==> config.mk <==
export PLATFORM = sky130hd
export DESIGN_NAME = candidate_issuer
export DESIGN_NICKNAME = d
export VERILOG_FILES = /design/src/rtl/candidate_issuer.sv
export SDC_FILE = /design/constraint.sdc
export NUM_CORES = 1
export LEC_CHECK = 0
export CELL_PAD_IN_SITES_DETAIL_PLACEMENT = 1
export CELL_PAD_IN_SITES_GLOBAL_PLACEMENT = 1
export CORE_MARGIN = 10
export CORE_UTILIZATION = 35
export CTS_CLUSTER_DIAMETER = 80
export CTS_CLUSTER_SIZE = 28
export DETAILED_ROUTE_END_ITERATION = 8
export PLACE_DENSITY_LB_ADDON = 0.1
export SLEW_MARGIN = 20
export SYNTH_ARGS = -nofsm -noshare
export SYNTH_HDL_FRONTEND = slang
export SYNTH_SLANG_ARGS = --single-unit
==> constraint.sdc <==
create_clock -name clk -period 6.65 [get_ports clk]
set_clock_uncertainty 0.15 [all_clocks]
set_input_delay 1.33 -clock clk [delete_from_list [all_inputs] [get_ports clk]]
set_output_delay 1.33 -clock clk [all_outputs]
set_load 0.02 [all_outputs]
==> src/rtl/candidate_issuer.sv <==
// candidate_issuer: accepts a candidate bit vector and issues the set positions
// one per cycle in ascending order over a valid/ready handshake.
// Optional feature: define CANDIDATE_ISSUER_SLOT_EN to add out_slot, the
// zero-based issue ordinal (compacted table address) of the current candidate.
module candidate_issuer #(
  parameter  int unsigned bs      = 16,
  localparam int unsigned bs_bits = $clog2(bs)
) (
  input  logic               clk,
  input  logic               rst,
  input  logic               load_valid,
  output logic               load_ready,
  input  logic [0:bs-1]      candidate_list,
  output logic               out_valid,
  input  logic               out_ready,
  output logic [bs_bits-1:0] out_index,
  output logic               out_last,
  output logic [bs_bits:0]   total,
`ifdef CANDIDATE_ISSUER_SLOT_EN
  output logic               done,
  output logic [bs_bits-1:0] out_slot
`else
  output logic               done
`endif
);

  localparam int unsigned tot_w = bs_bits + 1;

  localparam logic [0:0] st_idle  = 1'b0;
  localparam logic [0:0] st_issue = 1'b1;

  logic [0:0]         state, state_nxt;
  logic [0:bs-1]      pending, pending_nxt;
  logic [tot_w-1:0]   total_nxt;
  logic               done_nxt;
`ifdef CANDIDATE_ISSUER_SLOT_EN
  logic [bs_bits-1:0] slot_nxt;
`endif

  // Lowest set position of a vector (bit 0 is the leftmost position).
  function automatic logic [bs_bits-1:0] lowest_pos(input logic [0:bs-1] v);
    lowest_pos = '0;
    for (int i = int'(bs) - 1; i >= 0; i--) begin
      if (v[i]) lowest_pos = bs_bits'(i);
    end
  endfunction

  // Number of set positions in a vector.
  function automatic logic [tot_w-1:0] pop_count(input logic [0:bs-1] v);
    pop_count = '0;
    for (int i = 0; i < int'(bs); i++) begin
      pop_count = pop_count + tot_w'(v[i]);
    end
  endfunction

  // Next-state logic: load in IDLE, one issue per accepted transfer in ISSUE.
  always_comb begin
    state_nxt   = state;
    pending_nxt = pending;
    total_nxt   = total;
    done_nxt    = 1'b0;
`ifdef CANDIDATE_ISSUER_SLOT_EN
    slot_nxt    = out_slot;
`endif
    case (state)
      st_idle: begin
        if (load_valid) begin
          pending_nxt = candidate_list;
          total_nxt   = pop_count(candidate_list);
`ifdef CANDIDATE_ISSUER_SLOT_EN
          slot_nxt    = '0;
`endif
          if (|candidate_list) state_nxt = st_issue;
          else                 done_nxt  = 1'b1;
        end
      end
      st_issue: begin
        if (out_ready) begin
          pending_nxt[out_index] = 1'b0;
`ifdef CANDIDATE_ISSUER_SLOT_EN
          slot_nxt = out_slot + bs_bits'(1);
`endif
          if (out_last) begin
            state_nxt = st_idle;
            done_nxt  = 1'b1;
          end
        end
      end
      default: state_nxt = st_idle;
    endcase
  end

  // State and registered outputs; the issue outputs are precomputed from the
  // next pending vector so a load shows its first candidate one cycle later.
  always_ff @(posedge clk) begin
    if (rst) begin
      state      <= st_idle;
      pending    <= '0;
      total      <= '0;
      done       <= 1'b0;
      out_valid  <= 1'b0;
      out_last   <= 1'b0;
      out_index  <= '0;
      load_ready <= 1'b1;
`ifdef CANDIDATE_ISSUER_SLOT_EN
      out_slot   <= '0;
`endif
    end else begin
      state      <= state_nxt;
      pending    <= pending_nxt;
      total      <= total_nxt;
      done       <= done_nxt;
      out_valid  <= (state_nxt == st_issue);
      out_last   <= (state_nxt == st_issue) && (pop_count(pending_nxt) == tot_w'(1));
      out_index  <= lowest_pos(pending_nxt);
      load_ready <= (state_nxt == st_idle);
`ifdef CANDIDATE_ISSUER_SLOT_EN
      out_slot   <= slot_nxt;
`endif
    end
  end

endmodule

## Word-level counts from Yosys, hierarchy flattened

Cells that the tools add are included.

| cells by class | value |
|---|---|
| $add $sub $neg | 30 |
| magnitude comparators | 2 |
| equal/unequal tests | 1 |
| muxes and demuxes | 30 |
| bitwise logic cells | 5 |
| reductions and logical operators | 8 |

Operators by type and width:

| operator | number |
|---|---|
| $add 5x1->5 | 22 |
| $mux 16 | 2 |
| $mux 4 | 8 |
| $pmux 16 s2 | 1 |
| $and 16x16->16 | 1 |
| $not 16->16 | 1 |
| $reduce_or 16->1 | 1 |
| $mux 3 | 4 |
| $add 4x1->5 | 2 |
| $mux 1 | 10 |
| $reduce_or 9->1 | 1 |
| $add 3x1->4 | 2 |
| $add 2x1->3 | 2 |
| $eq 5x1->1 const B | 1 |
| $ge 5x5->1 const B | 1 |
| $lt 5x1->1 const B | 1 |
| $not 4->5 | 1 |
| $reduce_or 5->1 | 1 |
| $add 1x1->2 | 2 |
| $demux 1 s4 | 1 |
| $mux 2 | 2 |
| $pmux 1 s2 | 2 |
| $reduce_or 3->1 | 1 |
| $logic_and 1x1->1 | 2 |
| other kinds (3) | 4 |

| storage, ports and cells | value |
|---|---|
| register bits | 29 |
| input port bits | 20 |
| word-level logic and storage cells | 86 |

## Logic depth before layout (Yosys ltp)

| depth | value |
|---|---|
| word-level depth | 26 |
| gate-level depth with buffers | 16 |

## Least setup slack after synthesis

OpenSTA, ideal clock, no wires.

| path | value |
|---|---|
| kind | input port to flip-flop |
| start point | input port load_valid |
| end point | register out_last |
| arrival | 5.320 ns |
| data required time | 6.440 ns |
| path slack | 1.120 ns |
| stages on the path | 14 |
| path through | buf_2 > mux2_2 > o21ai_0 > inv_1 > fa_1 > inv_1 > fa_1 > fa_1 > inv_1 > fa_1 > ha_1 > fa_1 > nor4b_1 > and3_1 |

| between the ends | value |
|---|---|
| elaborated cells between the ends (all ways) | 21 |

RTL lines:

| item | RTL line | source |
|---|---|---|
| from (decl) | 11 | `input logic load_valid,` |
| $mux 16 | 67 | `if (load_valid) begin` |
| $pmux 16 s2 | 65 | `case (state)` |
| net pending_nxt, one bit | 33 | `logic [0:bs-1] pending, pending_nxt;` |
| $add 5x1->5 | 52 | `pop_count = pop_count + tot_w'(v[i]);` |
| $eq 5x1->1 | 114 | `out_last <= (state_nxt == st_issue) && (pop_count(pending_nxt) == tot_w'(1));` |
| $logic_and 1x1->1 | 114 |  |
| to (signal assigned) | 114 |  |
| to (decl) | 17 | `output logic out_last,` |

The timed path passes the listed nets, and every way through them passes these cells.
A chain may end at the register's enable or synchronous reset.

## Worst setup path in the final report

| path | value |
|---|---|
| start point | input port out_ready |
| end point | register out_last |

| between the ends | value |
|---|---|
| elaborated cells between the ends (all ways) | 21 |

RTL lines:

| item | RTL line | source |
|---|---|---|
| from (decl) | 15 | `input logic out_ready,` |
| $mux 16 | 78 | `if (out_ready) begin` |
| $pmux 16 s2 | 65 |  |
| net pending_nxt, one bit | 33 |  |
| $add 5x1->5 (10 in series) | 52 |  |
| $eq 5x1->1 | 114 |  |
| $logic_and 1x1->1 | 114 |  |

The timed path passes the listed nets, and every way through them passes these cells.

==> flow_summary_export.csv <==
group,metric,value,unit
sta,fin_crit,5889,ps
floorplanning,start_util,36.63,%
route,drtIter0Drc,52,
clocking,cts_hold_buf,0,
worst_setup_path,cp_slowest_stage_delay,570,ps
sta,rsz0062_at_grt,"false",
clocking,cts_root_buffer,"clkbuf_8",
synthesis,synthAdderAreaFrac,25.66,%
synthesis,synth_top_area_cell,"dfxtp_1",
place,numPortBuffers,32,
global_route,first_global_vias,2059,
floorplanning,die_h,99.19,um
final_layout,n_antenna_cell,0,
synthesis,synthCells,244,
clocking,clk_pin_slew,70,ps
route,first_pass_iters,4,
sta,whs,311.5,ps
synthesis,post_synth_and_or_nand_nor_area_fraction,18.64,%
clocking,htreeDepth,2,
power_and_ir_drop,finalPower,0.8663,mW
synthesis,synth_compound_area_share,17.10,%
global_route,antenna_found_initial,0,
power_and_ir_drop,peakVddDrop,0.0001665,V
worst_setup_path,crit_type,"primary input to flop",
synthesis,yosys.area.top_type_share,26.45,%
worst_setup_path,cp_top_family,"adder cells",
floorplanning,rows,28,
final_layout,layout.cells.non_filler,359,
job,cap_violations,0,
sta,tns,0,ps
clocking,cts.sinks,29,
route,post-route-drc-count,0,
sta,hold_viol_final,0,
floorplanning,pin_count,33,
floorplanning,die_area,9838,um^2
worst_setup_path,endpoint_kind,"flop",
synthesis,synth_xor_area_share,0.7982,%
sta,slew-limit-headroom,35.48,%
sta,setup_violations,0,
route,vias,1883,
synthesis,ys_ff_latch,29,
clocking,clkLatencyLatePin,280,ps
synthesis,syn_nets,297,
sta,tightest_slew,964.8,ps
place,place.gp.congestion,0.7634,
synthesis,avgSynthCellArea,8.994,um^2
sta,finalMaxSlewViolations,0,
synthesis,synth_flop_cell,"dfxtp_1",
synthesis,yosysMostFrequentCell,"inv_1",
route,via_per_inst,5.245,
worst_setup_path,critPathLaunchType,"primary input",
synthesis,synth_mux_area_share,3.763,%
synthesis,ys_async_sr_fraction,0,%
clocking,cts_setup_buffers,0,
clocking,cts_resized,0,
power_and_ir_drop,powerDensity,315.4,nW/um^2
global_route,grt-ovfl-total,0,
floorplanning,fp.dieW,99.19,um
route,routedWlPerCell,17.46,um
synthesis,yosys_warnings,0,
place,place_inst,351,
synthesis,yosysSeqAreaShare,26.45,%
final_layout,area_growth,25.14,%
synthesis,synth.distinct_cells,43,
worst_setup_path,worst-path-buf-inv,4,
global_route,grt_pass1_wl,10750,um
floorplanning,core_area,5991,um^2
run_status,status,"complete, no violations",
global_route,track_usage,13.51,%
place,dp_hpwl,5285,um
clocking,cts_made_buffers,5,
route,ant_nets,0,
sta,finalCritPeriodShare,88.56,%
final_layout,fill_cells,713,
final_layout,layout.nets,336,
worst_setup_path,crit_fanout,6,
synthesis,synth_top_family_by_area,"adder cells",
sta,fmax,169.8,MHz
worst_setup_path,worstPathCellList,"clkdlybuf4s50_1 -> nand3b_1 -> o221ai_1 -> inv_1 -> fa_1 -> inv_1 -> fa_1 -> fa_1 -> inv_1 -> fa_1 -> ha_1 -> fa_1 -> nor4b_1 -> and3_1",
power_and_ir_drop,leakage,1.212,nW
worst_setup_path,crit_top_cell,"fa_1",
worst_setup_path,arrival,5960,ps
synthesis,synth_edf_count,0,
route,wirelength,6268,um
global_route,grt_max_degree,28,
synthesis,synthTopCellsByCount,"inv_1 (36), dfxtp_1 (29), fa_1 (20), nor2_1 (20), nand2_1 (19)",
worst_setup_path,cp_slowest_cell,"clkdlybuf4s50_1",
synthesis,netlist_area,2195,um^2
clocking,cts_buffer_depth,2,
worst_setup_path,crit_required,6720,ps
clocking,tritoncts,"done",
final_layout,drive_gt1_share,7.394,%
hold_path,hold_path_class,"flop to flop",
synthesis,synthTopCellsByArea,"dfxtp_1 (26%), fa_1 (18%), ha_1 (7.4%), inv_1 (6.2%), nor2_1 (3.4%)",
## tightest hold or removal path: stages, from the launching register on
cell     delay, ps
dfxtp_1        310
nand2_1         50
a21oi_1         50
## per-stage QoR
stage	utilization [%]	area, um^2	worst slack [ps]
after floorplan	-	2195	1120
after global placement	43.90	2630	530.8
after detailed placement	43.90	2630	489.0
after CTS	45.84	2746	756.3
after global routing	45.84	2746	440.1
final	45.84	2746	760.9
## where the power goes
group	total, mW	leakage (nW)	switching (mW)	internal, mW
Sequential	0.207	0.239	0.0122	0.195
Clock	0.190	0.0585	0.0677	0.122
Combinational	0.469	0.915	0.254	0.215
Total	0.866	1.21	0.334	0.532
## cell families (layout without fill, tap and decap cells)
logic type,after synthesis,count (layout)
simple gates,77,77
buf+inv,43,83
flops,29,29
xor+xnor,2,2
fa+ha+maj,33,33
compound gates,52,52
mux,8,8
## final cells by class
class	count	area [um^2]	share of cell area, %
Clock buffer	7	86.33	3.144
Clock inverter	1	30.03	1.093
Inverter	36	135.1	4.920
Multi-Input combinational cell	172	1448	52.71
Sequential cell	29	580.6	21.14
Tap cell	75	93.84	3.417
Timing Repair Buffer	39	372.9	13.58
## per-layer routing
layer	routed length, um	part of all wire [%]	vias to the layer above	GRT usage (%)
li1	-	-	908	-
met1	2922	47	929	17.30
met2	2942	47	36	21.79
met3	285	4.5	10	2.699
met4	118	1.9	0	5.182
met5	0	0	-	0
## placed cells by master, fill, tap and decap left out, types with 6 or more instances in the layout
cell type	count
mux2i_1	6
o21ai_0	9
a21oi_1	10
nand2b_1	7
nor2_1	20
inv_1	36
clkbuf_8	6
nand2_1	19
buf_4	7
clkdlybuf4s50_1	32
fa_1	20
ha_1	13
dfxtp_1	29
o211ai_1	6
## path summary, 6_finish.rpt
kind / start / endpoint / slack [ps] / depth (start not counted)
max reg2reg: state / out_last / 1820 / 13
max: out_ready / out_last / 760 / 14
min reg2reg: total[0] / total[0] / 310 / 2
min: total[0] / total[0] / 310 / 2
## state kept, by name (all words and copies together) (netlist names)
signal / flops
pending: 16
state: 1
done: 1
out_index: 4
total: 5
out_last: 1
load_ready: 1
(Power assumes the default switching activity.)
